===== config.mk =====
export PLATFORM = sky130hd
export DESIGN_NAME = sqr_iter_shift_add
export DESIGN_NICKNAME = d
export VERILOG_FILES = /design/src/rtl/sqr_iter_shift_add.sv
export SDC_FILE = /design/constraint.sdc
export NUM_CORES = 1
export LEC_CHECK = 0
export ABC_CLOCK_PERIOD_IN_PS = 2300
export CAP_MARGIN = 20
export CORE_MARGIN = 2
export CORE_UTILIZATION = 52
export CTS_CLUSTER_SIZE = 20
export DETAILED_ROUTE_END_ITERATION = 12
export PLACE_DENSITY = 0.76
export SLEW_MARGIN = 20
export SYNTH_ARGS = -nofsm -noshare
export SYNTH_HDL_FRONTEND = slang
export SYNTH_SLANG_ARGS = --single-unit
export TNS_END_PERCENT = 50

===== constraint.sdc =====
create_clock -name clk -period 2.3 [get_ports clk]
set_input_delay 0.345 -clock clk [delete_from_list [all_inputs] [get_ports clk]]
set_output_delay 0.345 -clock clk [all_outputs]
set_load 0.02 [all_outputs]

===== src/rtl/sqr_iter_shift_add.sv =====
// ---------------------------------------------------------------------------
// sqr_iter_shift_add
//   Iterative unsigned squarer. One argument is accepted through a valid/ready
//   handshake, then squared with a shift-add loop that retires one partial
//   product per clock for exactly DATA_WIDTH clocks (zero multiplier bits are
//   not skipped). The 2*DATA_WIDTH result is presented with a one-cycle valid
//   pulse and then held until the next result is loaded.
//
// Handshake: an argument transfers on a rising edge where arg_vld and arg_rdy
//   are both high. arg_rdy is high only while idle; arg_vld seen while busy is
//   dropped, not queued. res_vld is a single-cycle pulse with no back-pressure.
//
// Ports
//   clk        in   1         rising-edge clock
//   rst        in   1         synchronous reset, active-high
//   arg_vld    in   1         argument valid
//   arg        in   W         unsigned argument
//   arg_rdy    out  1         idle, argument can be accepted this cycle
//   res_vld    out  1         one-cycle pulse, res holds arg*arg
//   res        out  2W        square of the last accepted argument
//   dbg_state  out  2         current FSM state (IDLE=0, CALC=1, DONE=2)
// ---------------------------------------------------------------------------
module sqr_iter_shift_add #(
    parameter int DATA_WIDTH = 8
) (
    input  logic                      clk,
    input  logic                      rst,
    input  logic                      arg_vld,
    input  logic [DATA_WIDTH-1:0]     arg,
    output logic                      arg_rdy,
    output logic                      res_vld,
    output logic [2*DATA_WIDTH-1:0]   res,
    output logic [1:0]                dbg_state
);

    localparam int CW = (DATA_WIDTH > 1) ? $clog2(DATA_WIDTH) : 1;
    localparam logic [CW-1:0] CNT_LAST = CW'(DATA_WIDTH - 1);

    typedef enum logic [1:0] {
        ST_IDLE = 2'd0,
        ST_CALC = 2'd1,
        ST_DONE = 2'd2
    } state_t;

    state_t                    r_state;
    state_t                    w_state_next;

    logic [2*DATA_WIDTH-1:0]   r_mcand;
    logic [DATA_WIDTH-1:0]     r_mplier;
    logic [2*DATA_WIDTH-1:0]   r_acc;
    logic [CW-1:0]             r_cnt;
    logic                      r_arg_rdy;
    logic                      r_res_vld;
    logic [2*DATA_WIDTH-1:0]   r_res;

    logic                      w_accept;
    logic                      w_last;
    logic [2*DATA_WIDTH-1:0]   w_acc_next;

    assign w_accept   = (r_state == ST_IDLE) && arg_vld;
    assign w_last     = (r_state == ST_CALC) && (r_cnt == CNT_LAST);
    // Partial product for this iteration: add the shifted multiplicand when
    // the current multiplier LSB is set. The 2W accumulator cannot overflow.
    assign w_acc_next = r_mplier[0] ? (r_acc + r_mcand) : r_acc;

    // FSM state register
    always_ff @(posedge clk) begin
        if (rst) begin
            r_state <= ST_IDLE;
        end else begin
            r_state <= w_state_next;
        end
    end

    // FSM next-state logic
    always_comb begin
        w_state_next = r_state;
        case (r_state)
            ST_IDLE: if (w_accept) w_state_next = ST_CALC;
            ST_CALC: if (w_last)   w_state_next = ST_DONE;
            ST_DONE:               w_state_next = ST_IDLE;
            default:               w_state_next = ST_IDLE;
        endcase
    end

    // Datapath and registered handshake outputs
    always_ff @(posedge clk) begin
        if (rst) begin
            r_mcand   <= '0;
            r_mplier  <= '0;
            r_acc     <= '0;
            r_cnt     <= '0;
            r_arg_rdy <= 1'b1;
            r_res_vld <= 1'b0;
            r_res     <= '0;
        end else begin
            case (r_state)
                ST_IDLE: begin
                    if (w_accept) begin
                        // Operands are latched here; arg may change freely later.
                        r_mcand   <= {{DATA_WIDTH{1'b0}}, arg};
                        r_mplier  <= arg;
                        r_acc     <= '0;
                        r_cnt     <= '0;
                        r_arg_rdy <= 1'b0;
                    end
                end
                ST_CALC: begin
                    r_acc    <= w_acc_next;
                    r_mcand  <= r_mcand << 1;
                    r_mplier <= r_mplier >> 1;
                    r_cnt    <= r_cnt + CW'(1);
                    if (w_last) begin
                        r_res     <= w_acc_next;
                        r_res_vld <= 1'b1;
                    end
                end
                ST_DONE: begin
                    r_res_vld <= 1'b0;
                    r_arg_rdy <= 1'b1;
                end
                default: begin
                    r_res_vld <= 1'b0;
                    r_arg_rdy <= 1'b1;
                end
            endcase
        end
    end

    assign arg_rdy   = r_arg_rdy;
    assign res_vld   = r_res_vld;
    assign res       = r_res;
    assign dbg_state = r_state;

endmodule


Word-level counts from Yosys, hierarchy flattened

Cells that the tools add are included.

Flip-flop bits (word level): 63
Input bits: 11
Output and inout bits: 20
Logic and storage cells: 41

Add/subtract/negate cells: 2
Equal/unequal tests: 4
Muxes and demuxes: 16
Bitwise gates (word level): 2
Reductions and logical operators: 9

Operators with widths:

| kind                  | count |
|---|---|
| $pmux W16 S2          | 2 |
| $mux W16              | 3 |
| $add A16 B16 Y16      | 1 |
| $pmux W8 S2           | 1 |
| $reduce_and A2 Y1     | 5 |
| $mux W8               | 1 |
| $pmux W3 S2           | 1 |
| $mux W2               | 2 |
| $ne A2 B2 Y1 const B  | 2 |
| $pmux W1 S2           | 2 |
| $pmux W2 S2           | 1 |
| $add A3 B1 Y3 const B | 1 |
| $eq A3 B3 Y1 const B  | 1 |
| $mux W3               | 1 |
| $eq A2 B1 Y1 const B  | 1 |
| $logic_and A1 B1 Y1   | 2 |
| $logic_not A2 Y1      | 1 |
| $mux W1               | 2 |
| $not A1 Y1            | 2 |
| $reduce_bool A2 Y1    | 1 |

Longest topological paths before layout

Gate-level depths: netlist of the first run.

Word-level depth: 4
Mapped depth: 9
Depth with buffers taken out: 9

Least setup slack after synthesis of the first run

OpenSTA, ideal clock, no wires.

Kind: reg-to-reg
Start: reg r_mcand[0]
End: reg r_res[14], in the netlist res[14]
Library setup time: 0.129 ns
Data arrival time: 2.079 ns
Data required time: 2.171 ns
Slack: 0.092 ns
Cell stages (with the launch flop): 10
Path through: dfxtp_1 -> ha_1 -> fa_1 -> a21oi_2 -> o211a_4 -> nor3_2 -> o22a_2 -> and4b_1 -> nor3_1 -> o41ai_2

Longest elaborated chain between the ends: 2

Ends and longest elaborated chain:

| element                | RTL line | source |
|---|---|---|
| from (decl)            | 48       | `logic [2*DATA_WIDTH-1:0] r_mcand;` |
| from (signal assigned) | 101      | `r_mcand <= {{DATA_WIDTH{1'b0}}, arg};` |
| from (signal assigned) | 110      | `r_mcand <= r_mcand << 1;` |
| $add A16 B16 Y16       | 64       | `assign w_acc_next = r_mplier[0] ? (r_acc + r_mcand) : r_acc;` |
| $mux W16               | 64       |  |
| to (signal assigned)   | 114      | `r_res <= w_acc_next;` |
| to (decl)              | 54       | `logic [2*DATA_WIDTH-1:0] r_res;` |

No other way between the ends.
A chain may end at the register's enable or synchronous reset.

Final worst setup path of the first run

Start: reg r_acc[0]
End: reg r_res[14], in the netlist res[14]

Longest elaborated chain between the ends: 2

Ends and longest elaborated chain:

| element                | RTL line | source |
|---|---|---|
| from (decl)            | 50       | `logic [2*DATA_WIDTH-1:0] r_acc;` |
| from (signal assigned) | 109      | `r_acc <= w_acc_next;` |
| $add A16 B16 Y16       | 64       |  |
| $mux W16               | 64       |  |

No other way between the ends.

==> results of run 1 <==
cell usage in the layout, fill, tap and decap left out, types with 3 or more instances in the layout:
cell	n
mux2i_1	7
a22oi_1	14
buf_4	18
ha_1	14
a32oi_1	3
clkbuf_8	11
a22o_1	3
o21ai_0	13
dfxtp_1	62
a311oi_1	3
inv_1	3
a211oi_1	13
o221a_2	5
clkdlybuf4s50_1	29
a21oi_2	3
nor2_1	64
xnor2_1	7
a31oi_1	4
o21ai_1	5
nand4_1	3
o31ai_1	3
a222oi_1	6
nand2b_1	6
nand3_1	3
and2_1	5
xor2_1	4
o21a_1	3
nor2b_1	8
a21oi_1	25
nor3_1	9
nand2_1	21
metrics by stage:
| stage | setup TNS, ps | instances | power, mW | util |
|---|---|---|---|---|
| floorplan | 0 | 378 | 1.342 | - |
| global placement | 0 | 476 | 1.430 | 0.6161 |
| detailed placement | 0 | 476 | 1.434 | 0.6161 |
| CTS | 0 | 490 | 2.259 | 0.6435 |
| global route | -87.11 | 492 | 2.334 | 0.6562 |
| finish | 0 | 492 | 2.258 | 0.6562 |
cells by family (layout without fill, tap and decap cells):
group | count (synthesis) | count (layout) | synth area share
AND/OR/NAND/NOR | 128 | 128 | 0.1809
XOR/XNOR | 12 | 12 | 0.03206
flip-flops | 63 | 63 | 0.3847
adder cells (fa/ha/maj) | 18 | 18 | 0.07099
buffers and inverters | 27 | 66 | 0.03397
AO/OA/AOI/OAI | 122 | 122 | 0.2725
multiplexers | 8 | 8 | 0.02481
flip-flops by register name, indices dropped and copies added (netlist names):
name and flops:
res_vld 1, r_acc 16, res 16, r_mcand 16, r_cnt 3, arg_rdy 1
dbg_state 2, r_mplier 8
layer usage:
layer | vias up | global-route usage
li1 | 1459 | -
met1 | 1410 | 0.3350
met2 | 108 | 0.3739
met3 | 17 | 0.04970
met4 | 0 | 0.1013
met5 | - | 0
power groups by stage:
stage | Clock, mW | Sequential [mW] | Combinational (mW)
global route | 0.885 | 1.15 | 0.299
floorplan | 0 | 1.17 | 0.176
CTS | 0.847 | 1.15 | 0.266
finish | 0.837 | 1.15 | 0.274
global placement | 0 | 1.17 | 0.261
detailed placement | 0 | 1.17 | 0.265
layout make-up:
cell class	instances	area, um2
clock buffers	13	158.9
clock inverters	1	5.005
fillers	494	2059
inverters	4	15.01
multi-input cells	288	1966
flip-flops and latches	63	1262
well taps	75	93.84
repair buffers	48	430.4
worst min-delay path by stage:
| stage | cells past startpoint | end | startpoint |
|---|---|---|---|
| 3_5_place_dp | 1 | arg_rdy | arg_rdy |
| 2_1_floorplan | 2 | r_acc[14] | r_acc[14] |
| 3_3_place_gp | 1 | arg_rdy | arg_rdy |
| 6_report | 2 | r_mcand[12] | rst |
| 5_1_grt | 2 | r_mcand[11] | rst |
| 4_1_cts | 2 | r_mcand[11] | rst |
critical path, stage by stage (launching register included):
cell	delay, ps
dfxtp_1	340
ha_4	180
fa_2	380
a21oi_2	190
o211a_4	170
nor3_2	40
o22a_2	260
nor4b_4	300
nor3_2	90
o41ai_2	240
timing repair:
item / in CTS / in global routing
setup endpoints to repair: 0 / 8
setup buffers: 0 / 2
resized for setup: 0 / 14
==> run_results.csv, run 1 <==
group,metric,value,unit
run_status,status,"completed",
worst_setup_path,arrival,2520,ps
clock_network,htreeDepth,3,
power,p_per_area,574.3,nW/um2
floorplan,core-area,5991,um2
layout,syn_to_final_growth,19.92,%
worst_setup_path,critPathRequiredTime,2520,ps
layout,n_antenna_cell,0,
worst_setup_path,crit_path_start,"r_acc[0]",
logic_synthesis,synth_seq_cells,63,
routing,dr.max_layer_used,"met4",
clock_network,path_clk_slew,70,ps
floorplan,rows,28,
grt,gr-usage-all-layers,0.2440,
logic_synthesis,synth_area_per_cell,8.672,um2
power,power_frac_seq,0.508,
power,p_leak,1.505,nW
power,vdd_drop_max,0.4307,mV
routing,dr.pass1.iters,8,
routing,drc,0,
logic_synthesis,synth_cells,378,
sta,whs,430.4,ps
routing,wl,8471,um
routing,ant_nets,0,
grt,grt_pass1_vias,2762,
power,clkPwrFrac,0.371,
logic_synthesis,ys_warn_count,0,
worst_setup_path,worstReg2RegStart,"r_acc[0]",
place,hpwlAfterDp,5868,um
power,switching_share,0.2616,
grt,grt_max_degree,29,
power,switchingPower,590.7,uW
sta,fin_skew,9.613,ps
worst_setup_path,crit_end,"res[14]",
grt,grt-ovfl-total,0,
routing,vias,2994,
sta,worstMarginPinSlew,593.7,ps
place,place.gp.congestion,0.9128,
clock_network,cts_buffer_depth,2,
worst_setup_path,cp-end-kind,"register",
clock_network,cts_made_buffers,9,
floorplan,die-area,6956,um2
grt,grt_pass1_wl,13630,um
grt,antenna_found_initial,0,
logic_synthesis,yosys-top-cells-count,"nor2_1 (64), dfxtp_1 (63), a21oi_1 (26)",
clock_network,clk_latency,340,ps
worst_setup_path,path_class,"register to register",
sta,fin_ws,3.248,ps
logic_synthesis,synth_area_leaders,"dfxtp_1 (38%), nor2_1 (7.3%), ha_1 (6.5%), a21oi_1 (4.0%), a211oi_1 (3.2%)",
place,dpl_cell_area,3691,um2
sta,fmax,435.4,MHz
layout,nNetsFinal,443,
clock_network,cts_tree,"built",
routing,vias_per_cell,6.085,
worst_setup_path,ff2ff_path_depth,9,
sta,setup_viol,0,
floorplan,start_util,0.5472,
sta,hold_violations,0,
logic_synthesis,synth-edff-count,0,
logic_synthesis,synth_top_area_cell,"dfxtp_1",
routing,wl_met1,3920,um
sta,period_share,0.9986,
place,dp_slack,13.52,ps
place,numPortBuffers,30,
worst_setup_path,worstReg2RegEnd,"res[14]",
routing,drt-initial-drc-count,241,
worst_setup_path,rrSetupSlack,3,ps
clock_network,hold_buffers,0,
worst_setup_path,cp_max_fo,3,
min_path,hold_path_class,"input port to register",
logic_synthesis,yosysSeqAreaShare,0.3847,
worst_setup_path,startpoint_type,"register",
routing,wl_met2,3837,um
sta,relSlewSlack,0.6038,
power,p_comb_frac,0.121,
logic_synthesis,syn-cell-area,3278,um2
logic_synthesis,async_flop_share,0,
sta,report.final.slew_viol_count,0,
logic_synthesis,ys_types,58,
logic_synthesis,ys.flop_type,"dfxtp_1",
run,cap_violations,0,
layout,drive_gt1_frac,0.1439,
clock_network,clockRootBuffer,"clkbuf_8",
logic_synthesis,yosysMostFrequentCell,"nor2_1",
routing,wire_per_inst,17.22,um
floorplan,boundaryPins,31,
layout,fin_area,3931,um2
sta,period_minus_slack,2297,ps
routing,wl_met3,481,um
floorplan,floorplan.die.height,83.40,um
clock_network,clkSinkCount,63,
power,intPower,1.667,mW
logic_synthesis,synth_top_cell_area_share,0.3847,
logic_synthesis,synth.net_count,407,
floorplan,die_w,83.40,um
Power figures use the tool's default switching activity.
==> inputs of run 2 (changes only) <==
- ABC_CLOCK_PERIOD_IN_PS: 2300 -> 2100
- CORE_UTILIZATION: 52 -> 50
- GPL_ROUTABILITY_DRIVEN: default -> 0
- PLACE_DENSITY: 0.76 -> 0.74
- clock period: 2.3 -> 2.1 ns (I/O delays scaled with it)
==> run_results.csv, run 2 (synthesis gave the netlist of run 1 again) <==
group,metric,value,unit
grt,grt_max_degree,29,
clock_network,clockRootBuffer,"clkbuf_8",
run_status,violations,"setup timing",
place,dp.cells,489,
run,cap_violations,0,
clock_network,htreeDepth,3,
worst_setup_path,slowest_delay,400,ps
floorplan,boundaryPins,31,
routing,dr.pass1.iters,6,
place,dp_slack,-112.1,ps
sta,report.final.slew_viol_count,0,
layout,instances_no_fill,509,
worst_setup_path,worstPathCellList,"ha_2, a21oi_4, o211a_4, o31ai_1, a21oi_1, xnor2_1, o31a_1",
sta,grt_setup_unrepaired,"true",
min_path,hold_path_class,"input port to register",
layout,syn_to_final_growth,28.51,%
sta,relSlewSlack,0.5883,
routing,drt-initial-drc-count,277,
routing,vias_per_cell,6.012,
floorplan,floorplan.die.height,84.97,um
layout,drive_gt1_frac,0.2222,
grt,gr-usage-met1,0.3457,
clock_network,cts_tree,"built",
worst_setup_path,startpoint_type,"register",
power,p_per_area,660.0,nW/um2
floorplan,die-area,7220,um2
floorplan,start_util,0.5163,
sta,hold_violations,0,
clock_network,path_clk_slew,70,ps
grt,gr-usage-all-layers,0.2439,
routing,drc,0,
worst_setup_path,worstReg2RegStart,"r_acc[2]",
layout,nNetsFinal,456,
sta,period_minus_slack,2129,ps
place,hpwlAfterDp,5914,um
sta,fin_ws,-28.75,ps
layout,n_antenna_cell,0,
sta,worstMarginPinSlew,616.1,ps
floorplan,rows,29,
grt,grt-ovfl-total,0,
worst_setup_path,path_class,"register to register",
grt,grt_pass1_wl,13890,um
grt,grt_pass1_vias,2829,
layout,layout_common_cells,"nor2_1 (64), dfxtp_1 (56), buf_4 (30), clkdlybuf4s50_1 (29), a21oi_1 (24)",
clock_network,cts_buffer_depth,2,
power,p_leak,1.570,nW
worst_setup_path,cp_max_fo,4,
worst_setup_path,critPathTopFamily,"compound AO/OA/AOI/OAI gates",
clock_network,cts_made_buffers,9,
layout,layout_commonest_cell,"nor2_1",
sta,fin_skew,13.01,ps
worst_setup_path,critPathRequiredTime,2350,ps
grt,gr-max-usage-layer,"met2",
worst_setup_path,crit_buf_inv,0,
sta,setup_tns,-38.06,ps
power,vdd_drop_max,0.6249,mV
floorplan,core-area,6350,um2
min_path,holdCritStartpoint,"rst",
routing,ant_nets,0,
sta,fmax,469.8,MHz
grt,use_met2,0.3665,
routing,wl,8601,um
routing,vias,3060,
sta,period_share,1.014,
worst_setup_path,slowest_stage,"ha_2",
run_status,status,"finished with violations",
floorplan,die_w,84.97,um
grt,use_met3,0.03405,
grt,antenna_found_initial,0,
worst_setup_path,cp-end-kind,"register",
clock_network,clk_latency,360,ps
clock_network,hold_buffers,0,
sta,setup_viol,2,
clock_network,clkSinkCount,63,
routing,wire_per_inst,16.90,um
place,numPortBuffers,30,
worst_setup_path,crit_path_start,"r_acc[2]",
worst_setup_path,arrival,2380,ps
## run 2: metrics by stage
step / utilization / power [mW] / instance area [um2] / hold WS (ps)
after floorplan: - / 1.471 / 3301 / 443.7
after global placement: 0.5982 / 1.588 / 3799 / 444.1
after detailed placement: 0.5982 / 1.591 / 3799 / 451.6
after CTS: 0.6430 / 2.770 / 4083 / 260.0
after global routing: 0.6634 / 2.875 / 4213 / 287.7
final: 0.6634 / 2.781 / 4213 / 264.8
## run 2: metal layers
| metal | vias to the layer above | wire length (um) |
|---|---|---|
| li1 | 1494 | - |
| met1 | 1444 | 4022 |
| met2 | 106 | 3956 |
| met3 | 16 | 458 |
| met4 | 0 | 164 |
| met5 | - | 0 |
## run 2: layout make-up
class,count,area (um2)
Clock inverter,7,97.59
Timing Repair Buffer,61,531.8
Fill cell,495,2137
Inverter,4,15.01
Tap cell,77,96.34
Clock buffer,9,123.9
Multi-Input combinational cell,288,2078
Sequential cell,63,1270
## run 2: path summary, 6_finish.rpt
path,end,slack (ps),depth (start not counted)
worst max-delay path,res[10],-30,7
worst min-delay path,res[12],260,2
worst max register to register,res[10],-30,7
worst min register to register,arg_rdy,470,1
## run 2: report_power, final
part / switching [mW] / internal [mW] / total [mW]
registers: 0.0288 / 1.23 / 1.26
logic: 0.192 / 0.144 / 0.336
clock network: 0.519 / 0.669 / 1.19
total: 0.739 / 2.04 / 2.78
## run 2: what timing repair did
action | CTS | global route
pin swaps | 8 | 2
resized for setup | 6 | 28
setup buffers | 3 | 3
endpoints found under the setup margin | 7 | 19
